<file path="config.mk">
export PLATFORM = sky130hd
export DESIGN_NAME = dvi_start_seq
export DESIGN_NICKNAME = d
export VERILOG_FILES = /design/src/rtl/dvi_start_seq.sv
export SDC_FILE = /design/constraint.sdc
export NUM_CORES = 1
export LEC_CHECK = 0
export ABC_CLOCK_PERIOD_IN_PS = 4750
export CAP_MARGIN = 20
export CORE_MARGIN = 1
export CORE_UTILIZATION = 25
export DETAILED_ROUTE_END_ITERATION = 6
export PLACE_DENSITY = 0.47
export SYNTH_ARGS = -nofsm -noshare
export SYNTH_HDL_FRONTEND = slang
export SYNTH_SLANG_ARGS = --single-unit
</file>
<file path="constraint.sdc">
create_clock -name clk_i -period 4.75 [get_ports clk_i]
set_input_delay 1.425 -clock clk_i [delete_from_list [all_inputs] [get_ports clk_i]]
set_output_delay 1.425 -clock clk_i [all_outputs]
set_load 0.02 [all_outputs]
</file>
<file path="src/rtl/dvi_start_seq.sv">
// Start-up and recovery sequencer for the DVI output path: holds dvi_top in reset
// until PLL lock is stable, blanks video for whole frames, and records lock losses.
module dvi_start_seq #(
  parameter int LOCK_CYCLES  = 1024,
  parameter int BLANK_FRAMES = 2,
  parameter int SYNC_STAGES  = 2
) (
  input  logic       clk_i,
  input  logic       rst_i,
  input  logic       pll_lock_i,
  input  logic       frame_start_i,
  input  logic       lock_err_clr_i,
  output logic       dvi_rst_o,
  output logic       video_en_o,
  output logic [1:0] state_o,
  output logic       lock_lost_o,
  output logic [7:0] lock_loss_cnt_o
);

  localparam logic [1:0] ST_WAIT_LOCK = 2'd0;
  localparam logic [1:0] ST_STABLE    = 2'd1;
  localparam logic [1:0] ST_BLANK     = 2'd2;
  localparam logic [1:0] ST_RUN       = 2'd3;

  localparam int CNT_W = $clog2(LOCK_CYCLES);
  localparam int FRM_W = $clog2(BLANK_FRAMES + 1);

  localparam logic [CNT_W-1:0] STABLE_LAST = CNT_W'(LOCK_CYCLES - 1);
  localparam logic [CNT_W-1:0] STABLE_ONE  = CNT_W'(1);
  localparam logic [CNT_W-1:0] STABLE_ZERO = CNT_W'(0);
  localparam logic [FRM_W-1:0] FRAME_LAST  = FRM_W'(BLANK_FRAMES - 1);
  localparam logic [FRM_W-1:0] FRAME_ONE   = FRM_W'(1);
  localparam logic [FRM_W-1:0] FRAME_ZERO  = FRM_W'(0);

  logic [SYNC_STAGES-1:0] sync_r;
  logic                   lock_s;
  logic [1:0]             state_r;
  logic [1:0]             state_nxt_s;
  logic [CNT_W-1:0]       stable_cnt_r;
  logic [CNT_W-1:0]       stable_cnt_nxt_s;
  logic [FRM_W-1:0]       frame_cnt_r;
  logic [FRM_W-1:0]       frame_cnt_nxt_s;
  logic                   loss_evt_s;
  logic                   lock_lost_r;
  logic [7:0]             loss_cnt_r;
  logic                   dvi_rst_r;
  logic                   video_en_r;

  assign lock_s = sync_r[SYNC_STAGES-1];

  // Synchronize the asynchronous PLL lock into the pixel clock domain
  always_ff @(posedge clk_i) begin
    if (rst_i) begin
      sync_r <= {SYNC_STAGES{1'b0}};
    end else begin
      sync_r <= {sync_r[SYNC_STAGES-2:0], pll_lock_i};
    end
  end

  // Sequencer next-state and counter logic; a lock drop outranks a frame pulse
  always_comb begin
    state_nxt_s      = state_r;
    stable_cnt_nxt_s = stable_cnt_r;
    frame_cnt_nxt_s  = frame_cnt_r;
    loss_evt_s       = 1'b0;
    case (state_r)
      ST_WAIT_LOCK: begin
        stable_cnt_nxt_s = STABLE_ZERO;
        if (lock_s) begin
          state_nxt_s = ST_STABLE;
        end else begin
          state_nxt_s = ST_WAIT_LOCK;
        end
      end
      ST_STABLE: begin
        // Losing lock before reset release is not a loss event.
        if (!lock_s) begin
          state_nxt_s      = ST_WAIT_LOCK;
          stable_cnt_nxt_s = STABLE_ZERO;
        end else if (stable_cnt_r == STABLE_LAST) begin
          state_nxt_s     = ST_BLANK;
          frame_cnt_nxt_s = FRAME_ZERO;
        end else begin
          stable_cnt_nxt_s = stable_cnt_r + STABLE_ONE;
        end
      end
      ST_BLANK: begin
        if (!lock_s) begin
          state_nxt_s = ST_WAIT_LOCK;
          loss_evt_s  = 1'b1;
        end else if (frame_start_i) begin
          frame_cnt_nxt_s = frame_cnt_r + FRAME_ONE;
          if (frame_cnt_r == FRAME_LAST) begin
            state_nxt_s = ST_RUN;
          end else begin
            state_nxt_s = ST_BLANK;
          end
        end else begin
          state_nxt_s = ST_BLANK;
        end
      end
      ST_RUN: begin
        if (!lock_s) begin
          state_nxt_s = ST_WAIT_LOCK;
          loss_evt_s  = 1'b1;
        end else begin
          state_nxt_s = ST_RUN;
        end
      end
      default: begin
        state_nxt_s = ST_WAIT_LOCK;
      end
    endcase
  end

  // State, counters, and outputs registered from the next state so they track state_r exactly
  always_ff @(posedge clk_i) begin
    if (rst_i) begin
      state_r      <= ST_WAIT_LOCK;
      stable_cnt_r <= STABLE_ZERO;
      frame_cnt_r  <= FRAME_ZERO;
      dvi_rst_r    <= 1'b1;
      video_en_r   <= 1'b0;
    end else begin
      state_r      <= state_nxt_s;
      stable_cnt_r <= stable_cnt_nxt_s;
      frame_cnt_r  <= frame_cnt_nxt_s;
      dvi_rst_r    <= (state_nxt_s == ST_WAIT_LOCK) || (state_nxt_s == ST_STABLE);
      video_en_r   <= (state_nxt_s == ST_RUN);
    end
  end

  // Sticky loss flag (set wins over clear) and saturating loss counter
  always_ff @(posedge clk_i) begin
    if (rst_i) begin
      lock_lost_r <= 1'b0;
      loss_cnt_r  <= 8'd0;
    end else begin
      if (loss_evt_s) begin
        lock_lost_r <= 1'b1;
      end else if (lock_err_clr_i) begin
        lock_lost_r <= 1'b0;
      end else begin
        lock_lost_r <= lock_lost_r;
      end
      if (loss_evt_s && (loss_cnt_r != 8'hFF)) begin
        loss_cnt_r <= loss_cnt_r + 8'd1;
      end else begin
        loss_cnt_r <= loss_cnt_r;
      end
    end
  end

  assign dvi_rst_o       = dvi_rst_r;
  assign video_en_o      = video_en_r;
  assign state_o         = state_r;
  assign lock_lost_o     = lock_lost_r;
  assign lock_loss_cnt_o = loss_cnt_r;

endmodule
</file>
; ---- After elaboration in Yosys (flattened, before gate mapping)
; Index checks and enable logic that the tools add are counted.
[totals]
mem_count = 0
mem_bits_ro = 0
in_bits = 5
ff_bits = 27
latchBits = 0
ram_bits = 0
[op_classes]
div = 0
shift = 0
n_reduce_logical = 10
n_eq_ne = 13
add_sub_neg = 3
n_mux = 20
mul = 0
magnitude_cmp = 0
bitwise = 0
[op_table]
columns = operator, count
row1 = two-way mux 10 bit, 2
row2 = one-hot mux 10 bit (2 select lines), 1
row3 = two-way mux 2 bit, 9
row4 = adder 10 x 1 -> 10 bit (second input constant), 1
row5 = equality test 10 bit (second input constant), 1
row6 = adder 8 x 1 -> 8 bit (second input constant), 1
row7 = inequality test 2 bit (second input constant), 4
row8 = inequality test 8 bit (second input constant), 1
row9 = one-hot mux 2 bit (4 select lines), 1
row10 = equality test 2 x 1 -> 1 bit (second input constant), 3
row11 = equality test 2 bit (second input constant), 3
row12 = two-way mux 1 bit, 6
row13 = nonzero test 2 bit, 3
row14 = AND reduction 5 bit, 1
row15 = logical NOT 2 bit, 2
row16 = one-hot mux 2 bit (2 select lines), 1
row17 = inequality test 3 bit (second input constant), 1
row18 = adder 2 x 1 -> 2 bit (second input constant), 1
row19 = AND reduction 2 bit, 1
row20 = OR reduction 2 bit, 1
row21 = logical AND 1 bit, 1
row22 = logical OR 1 bit, 1

; ---- Longest topological paths before layout
[depth]
word_depth = 7
depth_mapped = 6
mapped_depth_nobuf = 5

; ---- Worst setup path after synthesis
; OpenSTA, ideal clock, no wires.
[synth_timing]
path_kind = input -> register
from = input rst_i
to = register stable_cnt_r[8]
arrival_time_ns = 2.123
path_stages = 4
setup_slack_ns = 2.570
setup_time_ns = 0.057
cell_sequence = or2_2 > clkbuf_1 > o22ai_1 > a21o_1
[synth_rtl]
columns = item, line
row1 = start: declaration, 9  ; input logic rst_i,
row2 = end signal: assignment, 126  ; stable_cnt_r <= stable_cnt_nxt_s;
row3 = end: declaration, 39  ; logic [CNT_W-1:0] stable_cnt_r;

; ---- Worst setup path after layout
[layout_timing]
from = register state_r[1] (netlist: state_o[1])
to = output state_o[1]
[layout_rtl]
columns = item, line
row1 = start: declaration, 37  ; logic [1:0] state_r;
row2 = start signal: assignment, 125  ; state_r <= state_nxt_s;
row3 = end: declaration, 15  ; output logic [1:0] state_o,
; No word-level cell between the ends.

==> impl_metrics.py <==
metrics = {
    "global_routing": {
        "grt_pass1_wl_um": 5140,
        "grt_max_degree": 19,
        "grt_pass1_vias": 1189,
        "antenna_found_initial": 0,
        "track_usage_pct": 12.2,
        "globalRouteOverflowTotal": 0,
    },
    "finish": {
        "syn_to_final_growth_pct": 22.6,
        "layout.nets": 167,
        "utilization_pct": 32.1,
        "fillers": 516,
        "n_antenna_cell": 0,
        "drive_gt1_share_pct": 6.96,
        "fin_cells": 225,
    },
    "floorplan": {
        "die_x_um": 72.8,
        "dieArea_um2": 5300,
        "dieHeight_um": 72.8,
        "start_util_pct": 26.2,
        "io_pins": 18,
        "core_um2": 4790,
        "rows": 25,
    },
    "synthesis": {
        "synth-seq-cells": 27,
        "syn_nets": 149,
        "synth_top_cell_by_area": "dfxtp_1",
        "synth.most_common_cell": "dfxtp_1",
        "synth_top_area_share_pct": 43.2,
        "postSynth.asyncResetShare_pct": 0,
        "ys.flop_type": "dfxtp_1",
        "synth_area_leaders": "dfxtp_1 43%, a21oi_1 5.2%, o211ai_1 3.6%",
        "synth_seq_area_share_pct": 43.2,
        "yosys-top-cells-count": "27 x dfxtp_1, 13 x a21oi_1, 11 x nor2_1",
        "synth_cells": 141,
        "synth_warnings": 0,
        "netlist_area_um2": 1250,
        "synth.distinct_cells": 43,
        "synth_edf_count": 0,
        "synth_area_per_cell_um2": 8.88,
    },
    "power_and_ir_drop": {
        "power_density_nw_per_um2": 243,
        "finalPower_w": 0.000372,
        "comb_power_share_pct": 2.4,
        "peakVddDrop_mv": 0.120,
        "p_seq_share_pct": 61.3,
        "p_leak_nw": 0.520,
        "p_int_w": 0.000291,
        "switchingPower_w": 0.0000809,
        "switching_share_pct": 21.7,
        "clkPwrFrac_pct": 36.3,
    },
    "routing": {
        "wl_um": 2800,
        "via_per_inst": 4.86,
        "ant_nets": 0,
        "drc": 0,
        "first_iter_violations": 76,
        "routed-via-count": 1094,
        "drtPass1Iterations": 4,
        "routedWlPerCell_um": 12.4,
    },
    "sta": {
        "hold_viol": 0,
        "worst_pin_slew_ps": 837,
        "holdWs_ps": 454,
        "drv_slew": 0,
        "min_period_ps": 2990,
        "fin_crit_sh_pct": 63.0,
        "rsz0062_at_grt": "false",
        "final.setup_skew_ps": 7.25,
        "fmax_mhz": 334,
        "fin_tns_setup_ps": 0,
        "setup_viol": 0,
        "relSlewSlack_pct": 43.6,
    },
    "placed_design": {
        "dp.cells": 221,
        "dp_hpwl_um": 2040,
        "numPortBuffers": 17,
        "gp_congestion": 0.733,
    },
    "clock_tree": {
        "cts_tree": "done",
        "clkLatencyLatePin_ps": 280,
        "clockBufferDepth": 2,
        "cts.sink_count": 27,
        "cts_setup_buffers": 0,
        "cts_root_buf": "clkbuf_8",
        "h-tree-depth": 1,
        "cts_hold_buf": 0,
        "clkTransAtPathRegs_ps": 100,
        "cts_buffers": 3,
        "cts_repair_resize_count": 0,
    },
    "hold_path": {
        "min_path_type": "flop to flop",
    },
    "run": {
        "maxCapViolCount": 0,
    },
    "run_status": {
        "status": "completed",
    },
    "critical_path": {
        "critical-path-slowest-cell": "clkdlybuf4s50_1",
        "worst_setup_path_start_kind": "flop",
        "r2r_setup_slack_ps": 2720,
        "crit_arrival_ps": 1570,
        "crit_required_ps": 3320,
        "path_max_fanout": 12,
        "end_kind": "primary output",
        "cp_top_family": "buffers and inverters",
        "path_buf_inv": 1,
        "cp_cell_sequence": "clkdlybuf4s50_1",
        "worstSetupPathType": "flop to primary output",
        "max_stage_delay_ps": 690,
    },
}
==> registers in the layout, summed over array words and instances (netlist names) <==
name and cells:
lock_loss_cnt_o 8, stable_cnt_r 10, video_en_o 1, sync_r 2, frame_cnt_r 2, state_o 2, dvi_rst_o 1, lock_lost_o 1
==> cell type report <==
class	instances	area, µm²	area share, %
sequential	27	541	35.2
tap	67	83.8	5.46
multi-input combinational	103	666	43.4
clock inverter	1	7.51	0.489
timing repair buffer	17	170	11.1
inverter	7	26.3	1.71
clock buffer	3	41.3	2.69
==> through the flow <==
step           setup WS, ps  instance area (µm²)
3_3_place_gp           1760                 1490
2_1_floorplan          2570                 1250
4_1_cts                1740                 1540
5_1_grt                1680                 1540
6_report               1760                 1540
3_5_place_dp           1670                 1490
==> layer usage <==
metal | global-route usage (%) | part of all wire [%] | wire (µm) | vias up
met2 | 21.7 | 48 | 1360 | 15
li1 | - | - | - | 553
met1 | 14.2 | 48 | 1330 | 524
met4 | 3.92 | 0.64 | 18 | 0
met5 | 0 | 0 | 0 | -
met3 | 3.31 | 3.4 | 95 | 2
==> final timing paths <==
check / startpoint / endpoint / cells after the start
setup reg to reg: stable_cnt_r[0] / stable_cnt_r[3] / 5
setup / recovery: state_o[1] / state_o[1] / 1
hold / removal: sync_r[0] / sync_r[1] / 1
hold reg to reg: sync_r[0] / sync_r[1] / 1
==> power by group through the flow <==
stage / clock network [W] / logic (W) / registers [W]
after floorplan: 0 / 0.00000329 / 0.000234
after global placement: 0 / 0.00000860 / 0.000234
after detailed placement: 0 / 0.00000889 / 0.000234
after CTS: 0.000142 / 0.00000893 / 0.000228
after global routing: 0.000153 / 0.00000985 / 0.000229
final: 0.000135 / 0.00000881 / 0.000228
==> cells by family after synthesis <==
kind of cell	Yosys count	share of synthesized area (%)
simple gates	57	25.5
xor+xnor	6	4.20
buf+inv	11	3.70
compound gates	35	18.9
mux	2	1.60
fa+ha+maj	3	3.00
flops	27	43.2
==> cell usage in the layout (no fill, tap or decap), types with 3 or more instances in the layout <==
cell type	netlist	final
nor3_1	6	6
and3_1	6	6
clkbuf_8	0	3
dfxtp_1	27	27
o211ai_1	6	6
o21ai_0	4	4
nand4_1	4	4
ha_1	3	3
inv_1	6	6
clkdlybuf4s50_1	0	17
nand2_1	7	7
a21oi_1	13	13
nand3_1	4	4
nor2_1	11	11
xor2_1	5	5
No activity file was read; power rests on OpenSTA's default activity.
